<file path="config.mk">
export PLATFORM = sky130hd
export DESIGN_NAME = alu64bit_serial
export DESIGN_NICKNAME = d
export VERILOG_FILES = /design/src/rtl/alu64bit_serial.sv
export SDC_FILE = /design/constraint.sdc
export NUM_CORES = 1
export LEC_CHECK = 0
export CAP_MARGIN = 10
export CORE_MARGIN = 10
export CORE_UTILIZATION = 35
export CTS_CLUSTER_DIAMETER = 30
export DETAILED_ROUTE_END_ITERATION = 6
export PLACE_DENSITY = 0.57
export SETUP_SLACK_MARGIN = 0.5
export SLEW_MARGIN = 10
export SYNTH_ARGS = -nofsm -noshare
export SYNTH_HDL_FRONTEND = slang
export SYNTH_SLANG_ARGS = --single-unit
</file>
<file path="constraint.sdc">
create_clock -name clk -period 3.3 [get_ports clk]
set_input_delay 0.825 -clock clk [delete_from_list [all_inputs] [get_ports clk]]
set_output_delay 0.825 -clock clk [all_outputs]
set_load 0.005 [all_outputs]
</file>
<file path="src/rtl/alu64bit_serial.sv">
// Digit-serial ALU: one BITS_PER_CYCLE-wide slice iterated LSB-first with a registered carry.
// Optional zero/ovf flag outputs are enabled by defining ALU_SERIAL_FLAGS_EN.
module alu64bit_serial #(
  parameter int unsigned WIDTH          = 64,
  parameter int unsigned BITS_PER_CYCLE = 1
) (
  input  logic             clk,
  input  logic             rst_n,
  input  logic             in_valid,
  output logic             in_ready,
  input  logic [WIDTH-1:0] a,
  input  logic [WIDTH-1:0] b,
  input  logic             cin,
  input  logic [1:0]       op,
  output logic             out_valid,
  input  logic             out_ready,
`ifdef ALU_SERIAL_FLAGS_EN
  output logic             zero,
  output logic             ovf,
`endif
  output logic [WIDTH-1:0] s,
  output logic             cout
);

  localparam int unsigned B       = BITS_PER_CYCLE;
  localparam int unsigned Steps   = WIDTH / BITS_PER_CYCLE;
  localparam int unsigned CntW    = (Steps > 1) ? $clog2(Steps) : 1;
  localparam logic [CntW-1:0] LastCnt = CntW'(Steps - 1);

  typedef enum logic [1:0] {StIdle, StRun, StDone} state_e;

  state_e            state_q;
  logic [WIDTH-1:0]  a_q, b_q, s_q;
  logic [1:0]        op_q;
  logic              carry_q, cout_q, in_ready_q, out_valid_q;
  logic [CntW-1:0]   cnt_q;

  logic [B-1:0]      a_sl, b_sl, b_eff, slice;
  logic [B:0]        sum;
  logic              carry_d;
  logic [WIDTH+B-1:0] s_cat;

`ifdef ALU_SERIAL_FLAGS_EN
  logic nz_q, zero_q, ovf_q, msb_cin;
`endif

  always_comb begin
    a_sl    = a_q[B-1:0];
    b_sl    = b_q[B-1:0];
    b_eff   = op_q[0] ? ~b_sl : b_sl;
    sum     = {1'b0, a_sl} + {1'b0, b_eff} + {{B{1'b0}}, carry_q};
    slice   = sum[B-1:0];
    case (op_q)
      2'b00:   slice = ~(a_sl | b_sl);
      2'b01:   slice = a_sl ^ b_sl;
      default: slice = sum[B-1:0];
    endcase
    carry_d = op_q[1] & sum[B];
    // New slice enters at the MSB end; after the last step every slice sits in place.
    s_cat   = {slice, s_q};
  end

`ifdef ALU_SERIAL_FLAGS_EN
  assign msb_cin = a_sl[B-1] ^ b_eff[B-1] ^ sum[B-1];
`endif

  always_ff @(posedge clk or negedge rst_n) begin
    if (!rst_n) begin
      state_q     <= StIdle;
      a_q         <= '0;
      b_q         <= '0;
      s_q         <= '0;
      op_q        <= 2'b00;
      carry_q     <= 1'b0;
      cout_q      <= 1'b0;
      cnt_q       <= '0;
      in_ready_q  <= 1'b0;
      out_valid_q <= 1'b0;
`ifdef ALU_SERIAL_FLAGS_EN
      nz_q        <= 1'b0;
      zero_q      <= 1'b0;
      ovf_q       <= 1'b0;
`endif
    end else begin
      case (state_q)
        StIdle: begin
          in_ready_q <= 1'b1;
          if (in_valid && in_ready_q) begin
            a_q        <= a;
            b_q        <= b;
            op_q       <= op;
            carry_q    <= cin;
            cnt_q      <= '0;
            in_ready_q <= 1'b0;
            state_q    <= StRun;
`ifdef ALU_SERIAL_FLAGS_EN
            nz_q       <= 1'b0;
            zero_q     <= 1'b0;
            ovf_q      <= 1'b0;
`endif
          end
        end
        StRun: begin
          a_q     <= a_q >> B;
          b_q     <= b_q >> B;
          s_q     <= s_cat[WIDTH+B-1:B];
          carry_q <= carry_d;
          cnt_q   <= cnt_q + CntW'(1);
`ifdef ALU_SERIAL_FLAGS_EN
          nz_q    <= nz_q | (|slice);
`endif
          if (cnt_q == LastCnt) begin
            state_q     <= StDone;
            out_valid_q <= 1'b1;
            cout_q      <= carry_d;
`ifdef ALU_SERIAL_FLAGS_EN
            zero_q      <= ~(nz_q | (|slice));
            ovf_q       <= op_q[1] & (msb_cin ^ sum[B]);
`endif
          end
        end
        StDone: begin
          if (out_ready) begin
            out_valid_q <= 1'b0;
            in_ready_q  <= 1'b1;
            state_q     <= StIdle;
          end
        end
        default: state_q <= StIdle;
      endcase
    end
  end

  assign in_ready  = in_ready_q;
  assign out_valid = out_valid_q;
  assign s         = s_q;
  assign cout      = cout_q;
`ifdef ALU_SERIAL_FLAGS_EN
  assign zero      = zero_q;
  assign ovf       = ovf_q;
`endif

endmodule

</file>
## Word-level counts from Yosys, hierarchy flattened

Index checks and enable logic that the tools add are counted.

- Register bits: 206
- Bits in latches: 0
- Bits in writable memories: 0
- Memory bits (read-only): 0
- Bits of input ports: 135
- Output and inout port bits: 67
- Word-level logic and storage cells: 57
- Memories: 0

- $add $sub $neg: 3
- $mul: 0
- Divide/modulo/power cells: 0
- Magnitude comparators: 0
- Equality and inequality tests: 7
- Shifts and indexed selects: 0
- Multiplexer cells: 20
- Bitwise gates (word level): 5
- Reduce and logical (&&, ||, !) cells: 12

Operators by type and width:

| cell | count |
|---|---|
| $pmux 64 s2 | 2 |
| $mux 64 | 2 |
| $pmux 6 s2 | 1 |
| $pmux 1 s2 | 4 |
| $reduce_and 2->1 | 4 |
| $add 6x1->6 const B | 1 |
| $eq 6x6->1 const B | 1 |
| $mux 1 | 6 |
| $mux 2 | 3 |
| $mux 6 | 1 |
| $ne 2x2->1 const B | 3 |
| $pmux 2 s3 | 1 |
| $reduce_and 3->1 | 2 |
| $reduce_bool 2->1 | 3 |
| $eq 2x1->1 const B | 2 |
| $logic_not 2->1 | 2 |
| $add 1x1->2 | 1 |
| $add 2x1->2 | 1 |
| $eq 2x2->1 const B | 1 |
| $not 1->1 | 2 |
| $and 1x1->1 | 1 |
| $logic_and 1x1->1 | 1 |
| $or 1x1->1 | 1 |
| $xor 1x1->1 | 1 |

## Logic depth before layout (Yosys ltp)

Gate-level depths: netlist of the first run.

- Depth in word-level cells: 6
- Depth in mapped cells: 6

## Worst setup path after synthesis of the first run

OpenSTA, ideal clock, no wires.

- Kind: input to register
- Start point: in in_valid
- End point: reg cnt_q[5]
- Setup time: 0.136 ns
- Arrival time: 1.494 ns
- Required time: 3.164 ns
- Path slack: 1.671 ns
- Stages: 6
- Cells stage by stage: nand4bb_1 -> buf_4 -> buf_6 -> buf_6 -> o311ai_1 -> o41ai_1

- Cells in the longest elaborated chain, start to end: 3

RTL lines:

| item | line | source |
|---|---|---|
| from (decl) | 9 | `input logic in_valid,` |
| $logic_and 1x1->1 | 88 | `if (in_valid && in_ready_q) begin` |
| $ne 2x2->1 (no source line) | -- |  |
| $reduce_and 2->1 (no source line) | -- |  |
| to (signal assigned) | 108 | `cnt_q <= cnt_q + CntW'(1);` |
| to (decl) | 36 | `logic [CntW-1:0] cnt_q;` |

No other way between the ends.
A chain may end at the register's enable or synchronous reset.

## Worst setup path after layout of the first run

- Start point: reg in_ready_q, in the netlist in_ready
- End point: out in_ready

RTL lines:

| item | line | source |
|---|---|---|
| from (decl) | 35 | `logic carry_q, cout_q, in_ready_q, out_valid_q;` |
| from (signal assigned) | 77 | `in_ready_q <= 1'b0;` |
| from (signal assigned) | 87 | `in_ready_q <= 1'b1;` |
| from (signal assigned) | 94 | `in_ready_q <= 1'b0;` |
| to (decl) | 10 | `output logic in_ready,` |

No word-level cell between the ends.

==> impl_metrics.ini, run 1 <==
[grt]
grt_max_degree = 75
antenna_found_initial = 1
overflow = 0
grt_pass1_vias = 7678
grt_pass1_wl_mm = 40.75
grt_usage = 0.1562

[final_layout]
num-nets-final = 1244
fin_area_um2 = 12750
final_cell_mix = 240 x nand2_1, 206 x dfrtp_1, 200 x clkdlybuf4s50_1
antenna_cells = 0
instances_no_fill = 1469
drive_above_1_share = 0.09869
layout_commonest_cell = nand2_1
area_growth_syn_to_layout_pct = 45.96

[sta]
setup_violations = 0
final_hold_viol_count = 0
slew_violations = 0
clock_skew_ns = 0.02075
rsz0062_at_grt = false
slew-limit-headroom = 0.4944
min_period_ns = 2.359
fin_crit_sh = 0.7149
worst_pin_slew_ns = 0.7579
finalSetupTns_ns = 0
fmax_mhz = 423.9

[placement]
routabilityCongestion = 0.7439
place_hpwl_mm = 15.75
placed_area_um2 = 10890
dp_cells = 1375
io_buffers = 201

[pwr]
switching_share = 0.3002
power_frac_seq = 0.330
leakagePower_nw = 5.655
vdd_drop_max_mv = 0.3742
p_int_mw = 9.023
power_frac_clock = 0.414
p_switching_mw = 3.870
power.density_nw_per_um2 = 1011
pwr-share-comb = 0.255

[floorplan]
dieArea_um2 = 31670
core-area_um2 = 24460
die_h_um = 178.0
rows = 57
io_pins = 202
die_w_um = 178.0
start_util = 0.3570

[clocking]
h-tree-depth = 2
cts_resized = 0
clk_root_buffer_cell = clkbuf_16
clk_pin_slew_ns = 0.04
cts_max_path_buffers = 3
clock_latency_ns = 0.54
cts_tree = built
post_cts_buffers = 0
holdBufCountCts = 0
cts_made_buffers = 53
clock_sinks = 206

[detailed_routing]
first_pass_iters = 5
post_drt_wl_per_cell_um = 16.91
num_vias = 7313
ant_nets = 0
drc = 0
drtIter0Drc = 579
drt_wl_total_mm = 24.84
vias_per_cell = 4.978

[synthesis]
netlist_area_um2 = 8733
ys_ff_latch = 206
ys_warn_count = 0
synthTopCellsByArea = dfrtp_1 59%, nand2_1 10%, o22ai_1 6.4%
synth_flop_cell = dfrtp_1
synth-edff-count = 0
syn_avg_cell_area_um2 = 9.661
yosysUniqueCellTypes = 35
synth_top_area_share = 0.5903
yosysTopAreaCell = dfrtp_1
yosysSeqAreaShare = 0.5903
synth_nets = 1042
synthArstFlopShare = 1.000
syn_inst = 904

[worst_setup_path]
cp_slowest_cell = clkdlybuf4s50_1
critPathMaxFanout = 4
worstSetupStartpoint = in_ready$_DFFE_PN0P_
setup.worst_path.class = flop to output pin
reg2reg_from = state_q[1]$_DFFE_PN0P_
cpPeakStageDelay_ns = 0.55
endpoint_kind = output pin
arrival_ns = 1.53
cp_num_buf_inv = 1
required_ns = 2.47
path_delay_family = buffers and inverters
path_cells = clkdlybuf4s50_1
start_kind = flop

[run_status]
status = finished, final reports clean

[job]
cap_violations = 0

[worst_hold_path]
min_path_type = input pin to async pin
-- final cells by class --
cell class | instances | area [µm²]
Fill cell | 2221 | 11720
Tap cell | 324 | 405.4
Multi-Input combinational cell | 621 | 3045
Sequential cell | 206 | 5155
Clock inverter | 29 | 434.2
Timing Repair Buffer | 220 | 2271
Clock buffer | 65 | 1421
Inverter | 4 | 15.01
-- power groups by stage --
stage / registers [mW] / logic (mW) / clock network, mW
6_report: 4.26 / 3.29 / 5.34
5_1_grt: 4.41 / 3.74 / 5.59
3_3_place_gp: 4.27 / 3.27 / 0
2_1_floorplan: 4.13 / 2.29 / 0
4_1_cts: 4.26 / 3.35 / 5.44
3_5_place_dp: 4.27 / 3.35 / 0
-- kinds of logic after synthesis --
| logic type | synth area share |
|---|---|
| buffers and inverters | 0.06461 |
| and+or+nand+nor | 0.2234 |
| muxes | 0.002435 |
| xor gates and xnor gates | 0.002006 |
| adders and majority gates | 0.005157 |
| DFF | 0.5903 |
| AOI/OAI and AO/OA | 0.1122 |
-- Yosys cell counts, types with 2 or more instances --
master and number:
a22oi_1 36, a21oi_1 4, clkbuf_8 2, ha_1 2
a22o_1 2, o21ai_0 4, and3_1 2, buf_4 9
nand2_1 240, nor2_1 91, o31a_1 2, buf_6 23
o22ai_1 90, nor3_1 89, nand3_1 42, buf_2 39
inv_1 4, dfrtp_1 206
-- sequential cells by signal, summed over array words and instances, names as in the netlist --
signal and cells:
in_ready 1, a_q 64, b_q 64, state_q 2
out_valid 1, cnt_q 6, carry_q 1, s 64
op_q 2, cout 1
-- final timing paths --
check / end / slack (ns) / cells past startpoint
min in group clk: s[3]$_DFFE_PN0P_ / 0.48 / 2
max: in_ready / 0.94 / 1
min reg2reg: s[3]$_DFFE_PN0P_ / 0.48 / 2
max in group asynchronous: s[44]$_DFFE_PN0P_ / 2.19 / 2
min: b_q[13]$_DFFE_PN0P_ / 0.31 / 1
max reg2reg: a_q[23]$_DFFE_PN0P_ / 1.32 / 4
-- metal layers --
metal  vias up  part of all wire  wire [µm]  GRT usage
met5         -           0.00068         17          0
met4         2             0.017        414    0.05175
met3        35             0.062       1551    0.04207
met2       198              0.48      11960     0.2448
met1      3531              0.44      10900     0.2051
li1       3547                 -          -          -
-- metrics by stage --
step | hold WS, ns | setup WS, ns | utilization | power, mW
6_report | 0.3082 | 0.9410 | 0.5211 | 12.89
3_3_place_gp | 0.4598 | 0.5970 | 0.4452 | 7.537
3_5_place_dp | 0.4787 | 0.5631 | 0.4452 | 7.621
2_1_floorplan | 0.4538 | 1.671 | - | 6.427
5_1_grt | 0.3335 | 0.8791 | 0.5211 | 13.75
4_1_cts | 0.3088 | 0.8943 | 0.5211 | 13.06
(Power assumes the default switching activity.)
==> run 2: changes to the inputs <==
Clock period 3.3 ns to 2.4 ns, I/O delays scaled along.
==> run 2 against run 1 <==
- sequential share of layout area about the same
- wire length increased by 0.38%
- setup slack worse by 0.39 ns
- register-to-register slack got worse by 0.65 ns
- cell area is essentially flat
- total power increased by 35%
- core utilization barely moved
- clock skew fell by 0.0043 ns
- sequential power rose by 37%
- clock power increased by 32%
- largest cell class unchanged
==> impl_metrics.ini, run 2 (synthesis gave the netlist of run 1 again) <==
[clocking]
h-tree-depth = 2
clock_latency_ns = 0.52
clk_pin_slew_ns = 0.04
cts_made_buffers = 50
clock_sinks = 206
cts_max_path_buffers = 3
clk_root_buffer_cell = clkbuf_16
holdBufCountCts = 0
cts_tree = built

[floorplan]
core-area_um2 = 24460
start_util = 0.3570
die_w_um = 178.0
io_pins = 202
dieArea_um2 = 31670
die_h_um = 178.0
rows = 57

[placement]
io_buffers = 201
place_hpwl_mm = 15.89
routabilityCongestion = 0.7600

[sta]
slew_violations = 0
clock_skew_ns = 0.01648
rsz0062_at_grt = false
fin_crit_sh = 0.7690
fmax_mhz = 541.8
setup_violations = 0
min_period_ns = 1.846
final_hold_viol_count = 0
worst_pin_slew_ns = 0.4848
finalSetupTns_ns = 0
timing.hold.ws_ns = 0.03715
slew-limit-headroom = 0.6756

[worst_setup_path]
path_delay_family = flip-flops
cpPeakStageDelay_ns = 0.44
cp_num_buf_inv = 1
worstSetupStartpoint = in_ready$_DFFE_PN0P_
required_ns = 1.80
endpoint_kind = output pin
path_cells = dlygate4sd2_1
worstSetupEndpoint = in_ready
crit_cells = 1
reg2reg_from = state_q[0]$_DFFE_PN0P_
start_kind = flop
arrival_ns = 1.25
reg2reg_depth = 4
cp_slowest_cell = dfrtp_2
critPathMaxFanout = 4
setup.worst_path.class = flop to output pin
r2r_end = b_q[0]$_DFFE_PN0P_
r2r_setup_slack_ns = 0.67

[detailed_routing]
num_vias = 7325
first_pass_iters = 4
drc = 0
drtIter0Drc = 631
ant_nets = 0
drt_wl_total_mm = 24.94
vias_per_cell = 4.953
post_drt_wl_per_cell_um = 16.86

[grt]
antenna_found_initial = 3
met1_usage = 0.2045
overflow = 0
grt_usage = 0.1546
use_met3 = 0.04484
grt_pass1_wl_mm = 40.41
busiest_layer = met2
use_met2 = 0.2390
grt_max_degree = 77
grt_pass1_vias = 7536

[pwr]
leakagePower_nw = 5.962
vdd_drop_max_mv = 0.6307
power.density_nw_per_um2 = 1362
p_total_mw = 17.36

[final_layout]
final_cell_mix = 240 x nand2_1, 205 x dfrtp_1, 133 x clkdlybuf4s50_1
layout_commonest_cell = nand2_1
fillers = 2298
area_growth_syn_to_layout_pct = 45.89
num-nets-final = 1253
drive_above_1_share = 0.1065
antenna_cells = 0

[run_status]
status = finished, final reports clean

[worst_hold_path]
min_path_type = input pin to async pin

[job]
cap_violations = 0
run 2: cell types whose count changed in the layout (fill, tap and decap cells not counted), sizes merged:
| cell | previous run | this run |
|---|---|---|
| dlygate4sd2 | 0 | 67 |
| clkinvlp | 5 | 4 |
| bufinv | 10 | 8 |
| clkdlybuf4s50 | 200 | 133 |
| buf | 19 | 31 |
| inv | 7 | 4 |
| clkbuf | 66 | 70 |
run 2: worst min-delay path by stage:
stage	start	to	slack (ns)
6_report	rst_n	b_q[13]$_DFFE_PN0P_	0.04
5_1_grt	rst_n	b_q[13]$_DFFE_PN0P_	0.05
3_5_place_dp	s[0]$_DFFE_PN0P_	s[0]$_DFFE_PN0P_	0.46
4_1_cts	rst_n	b_q[13]$_DFFE_PN0P_	0.03
2_1_floorplan	rst_n	a_q[0]$_DFFE_PN0P_	0.30
3_3_place_gp	s[0]$_DFFE_PN0P_	s[0]$_DFFE_PN0P_	0.46
run 2: final cells by class:
| type | instances | area [µm²] | area share |
|---|---|---|---|
| flip-flops and latches | 206 | 5156 | 0.4047 |
| multi-input cells | 621 | 3045 | 0.2390 |
| repair buffers | 232 | 2327 | 0.1827 |
| clock buffers | 69 | 1466 | 0.1151 |
| well taps | 324 | 405.4 | 0.03182 |
| clock inverters | 23 | 325.3 | 0.02553 |
| inverters | 4 | 15.01 | 0.001178 |
run 2: power breakdown:
group / internal (mW) / leakage, nW / switching, mW
Combinational: 2.13 / 2.56 / 2.35
Sequential: 4.95 / 2.52 / 0.867
Clock: 5.07 / 0.877 / 1.99
Total: 12.2 / 5.96 / 5.21
run 2: what timing repair did:
item                       in CTS  in global routing
setup endpoints to repair      67                  0
resized for setup              68                  0
buffers inserted               10                  0
hold endpoints to repair        0                  0
run 2: through the flow:
step,setup slack [ns],cell area [µm²],utilization,instances
2_1_floorplan,0.9894,8733,-,904
3_3_place_gp,0.1603,10960,0.4479,1377
3_5_place_dp,0.1300,10960,0.4479,1377
4_1_cts,0.5191,12740,0.5208,1479
5_1_grt,0.5216,12740,0.5208,1479
6_report,0.5543,12740,0.5208,1479
run 2: routing by layer:
metal,up-vias,share of wire
met3,43,0.069
met4,6,0.018
met5,-,0.0018
met1,3509,0.45
li1,3572,-
met2,195,0.46
==> run 3: changes to the inputs <==
Settings changed: PLACE_DENSITY 0.57 to 0.6.
Clock period 2.4 ns to 1.6 ns, I/O delays scaled along.
==> run 3 against run 2 <==
- critical path depth grew 5
- die area unchanged
- clock skew shrank 0.00065 ns
- total power increased by 76%
- non-clock buffer count grew 169
- worst hold slack better by 0.31 ns
==> impl_metrics.ini, run 3 (synthesis gave the netlist of run 1 again) <==
[placement]
place_ws_ns = -0.2613
place_hpwl_mm = 16.48
dp_cells = 1394
io_buffers = 201
placed_area_um2 = 11540
routabilityCongestion = 0.7503

[floorplan]
start_util = 0.3570
die_h_um = 178.0
dieArea_um2 = 31670
die_w_um = 178.0
rows = 57
io_pins = 202
core-area_um2 = 24460

[grt]
antenna_found_initial = 3
grt_max_degree = 54
grt_pass1_wl_mm = 45.34
overflow = 0
grt_pass1_vias = 8360
grt_usage = 0.1750

[clocking]
cts_tree = built
cts_made_buffers = 48
clock_sinks = 206
h-tree-depth = 2
clk_pin_slew_ns = 0.04
clock_latency_ns = 0.52
clk_root_buffer_cell = clkbuf_16
cts_max_path_buffers = 3

[worst_setup_path]
start_kind = flop
crit_cells = 6
setup.worst_path.class = flop to flop
worstSetupStartpoint = state_q[1]$_DFFE_PN0P_
reg2reg_depth = 6
r2r_end = a_q[37]$_DFFE_PN0P_
arrival_ns = 1.92
required_ns = 1.99
cp_num_buf_inv = 3
reg2reg_from = state_q[1]$_DFFE_PN0P_
path_cells = nand4bb_4 -> buf_12 -> buf_12 -> clkbuf_16 -> nand3_1 -> nand2_1
crit_top_cell = buf_12
critPathMaxFanout = 7
path_delay_family = buffers and inverters
cp_slowest_cell = dfrtp_2
r2r_setup_slack_ns = 0.08
worstSetupEndpoint = a_q[37]$_DFFE_PN0P_
endpoint_kind = flop
cpPeakStageDelay_ns = 0.47

[sta]
final_hold_viol_count = 0
slew-limit-headroom = 0.7799
min_period_ns = 1.525
clock_skew_ns = 0.01582
rsz0062_at_grt = true
fin_crit_sh = 0.9531
fmax_mhz = 655.8
setup_slack_ns = 0.07503
worst_pin_slew_ns = 0.3301
setup_violations = 0
slew_violations = 0

[detailed_routing]
drt_wl_total_mm = 32.54
drtIter0Drc = 480
post_drt_wl_per_cell_um = 19.84
vias_per_cell = 5.142
drc = 0
ant_nets = 0
num_vias = 8433
first_pass_iters = 5

[pwr]
vdd_drop_max_mv = 1.026
p_total_mw = 30.52
power.density_nw_per_um2 = 1921
leakagePower_nw = 7.241

[final_layout]
fillers = 1871
final_cell_mix = 203 x dfrtp_1, 163 x nand2_1, 133 x clkdlybuf4s50_1
layout_commonest_cell = dfrtp_1
area_growth_syn_to_layout_pct = 81.96
utilization = 0.6496
num-nets-final = 1421
fin_area_um2 = 15890
drive_above_1_share = 0.4269
instances_no_fill = 1640

[job]
cap_violations = 0

[worst_hold_path]
min_path_type = input pin to async pin

[run_status]
status = finished, final reports clean
run 3: worst min-delay path by stage:
| stage | startpoint | to | slack [ns] | cells after the start |
|---|---|---|---|---|
| global route | rst_n | b_q[16]$_DFFE_PN0P_ | 0.36 | 2 |
| CTS | rst_n | b_q[15]$_DFFE_PN0P_ | 0.34 | 2 |
| global placement | rst_n | b_q[18]$_DFFE_PN0P_ | 0.34 | 1 |
| finish | rst_n | b_q[16]$_DFFE_PN0P_ | 0.35 | 2 |
| detailed placement | rst_n | b_q[15]$_DFFE_PN0P_ | 0.34 | 1 |
| floorplan | rst_n | a_q[0]$_DFFE_PN0P_ | 0.10 | 0 |
run 3: power breakdown:
group / switching [mW] / total, mW / internal [mW]
Combinational: 5.41 / 12.1 / 6.71
Clock: 3.00 / 9.36 / 6.36
Sequential: 1.60 / 9.04 / 7.43
run 3: per-stage QoR:
| stage | setup TNS (ns) | hold slack (ns) |
|---|---|---|
| 2_1_floorplan | 0 | 0.1044 |
| 3_3_place_gp | -21.45 | 0.3407 |
| 3_5_place_dp | -26.12 | 0.3378 |
| 4_1_cts | 0 | 0.3374 |
| 5_1_grt | 0 | 0.3574 |
| 6_report | 0 | 0.3475 |
run 3: area by class of cell:
class / instances / area (µm²) / share of cell area
Timing Repair Buffer: 401 / 4633 / 0.2916
Inverter: 4 / 15.01 / 0.0009448
Clock inverter: 20 / 202.7 / 0.01275
Multi-Input combinational cell: 622 / 4120 / 0.2593
Tap cell: 324 / 405.4 / 0.02551
Antenna cell: 2 / 5.005 / 0.0003149
Sequential cell: 206 / 5159 / 0.3246
Clock buffer: 61 / 1351 / 0.08503
run 3: worst reg2reg max path, stage by stage (launching register included):
cell and delay (ns):
dfrtp_2 0.47, nand4bb_4 0.28, buf_12 0.20, buf_12 0.14
clkbuf_16 0.15, nand3_1 0.08, nand2_1 0.08
run 3: routing by layer:
layer | track usage | wire, µm | part of all wire
met5 | 0 | 0 | 0
met1 | 0.2175 | 13350 | 0.41
met3 | 0.04016 | 1801 | 0.055
met4 | 0.06078 | 661 | 0.020
met2 | 0.2926 | 16740 | 0.51
run 3: what timing repair did:
| action | in CTS | in global routing |
|---|---|---|
| hold buffers | 1 | 0 |
| setup endpoints to repair | 273 | 273 |
| setup buffers | 79 | 36 |
| gates resized for setup | 370 | 145 |
| hold endpoints to repair | 27 | 0 |
| gates cloned | 18 | 29 |
| pin swaps | 62 | 58 |
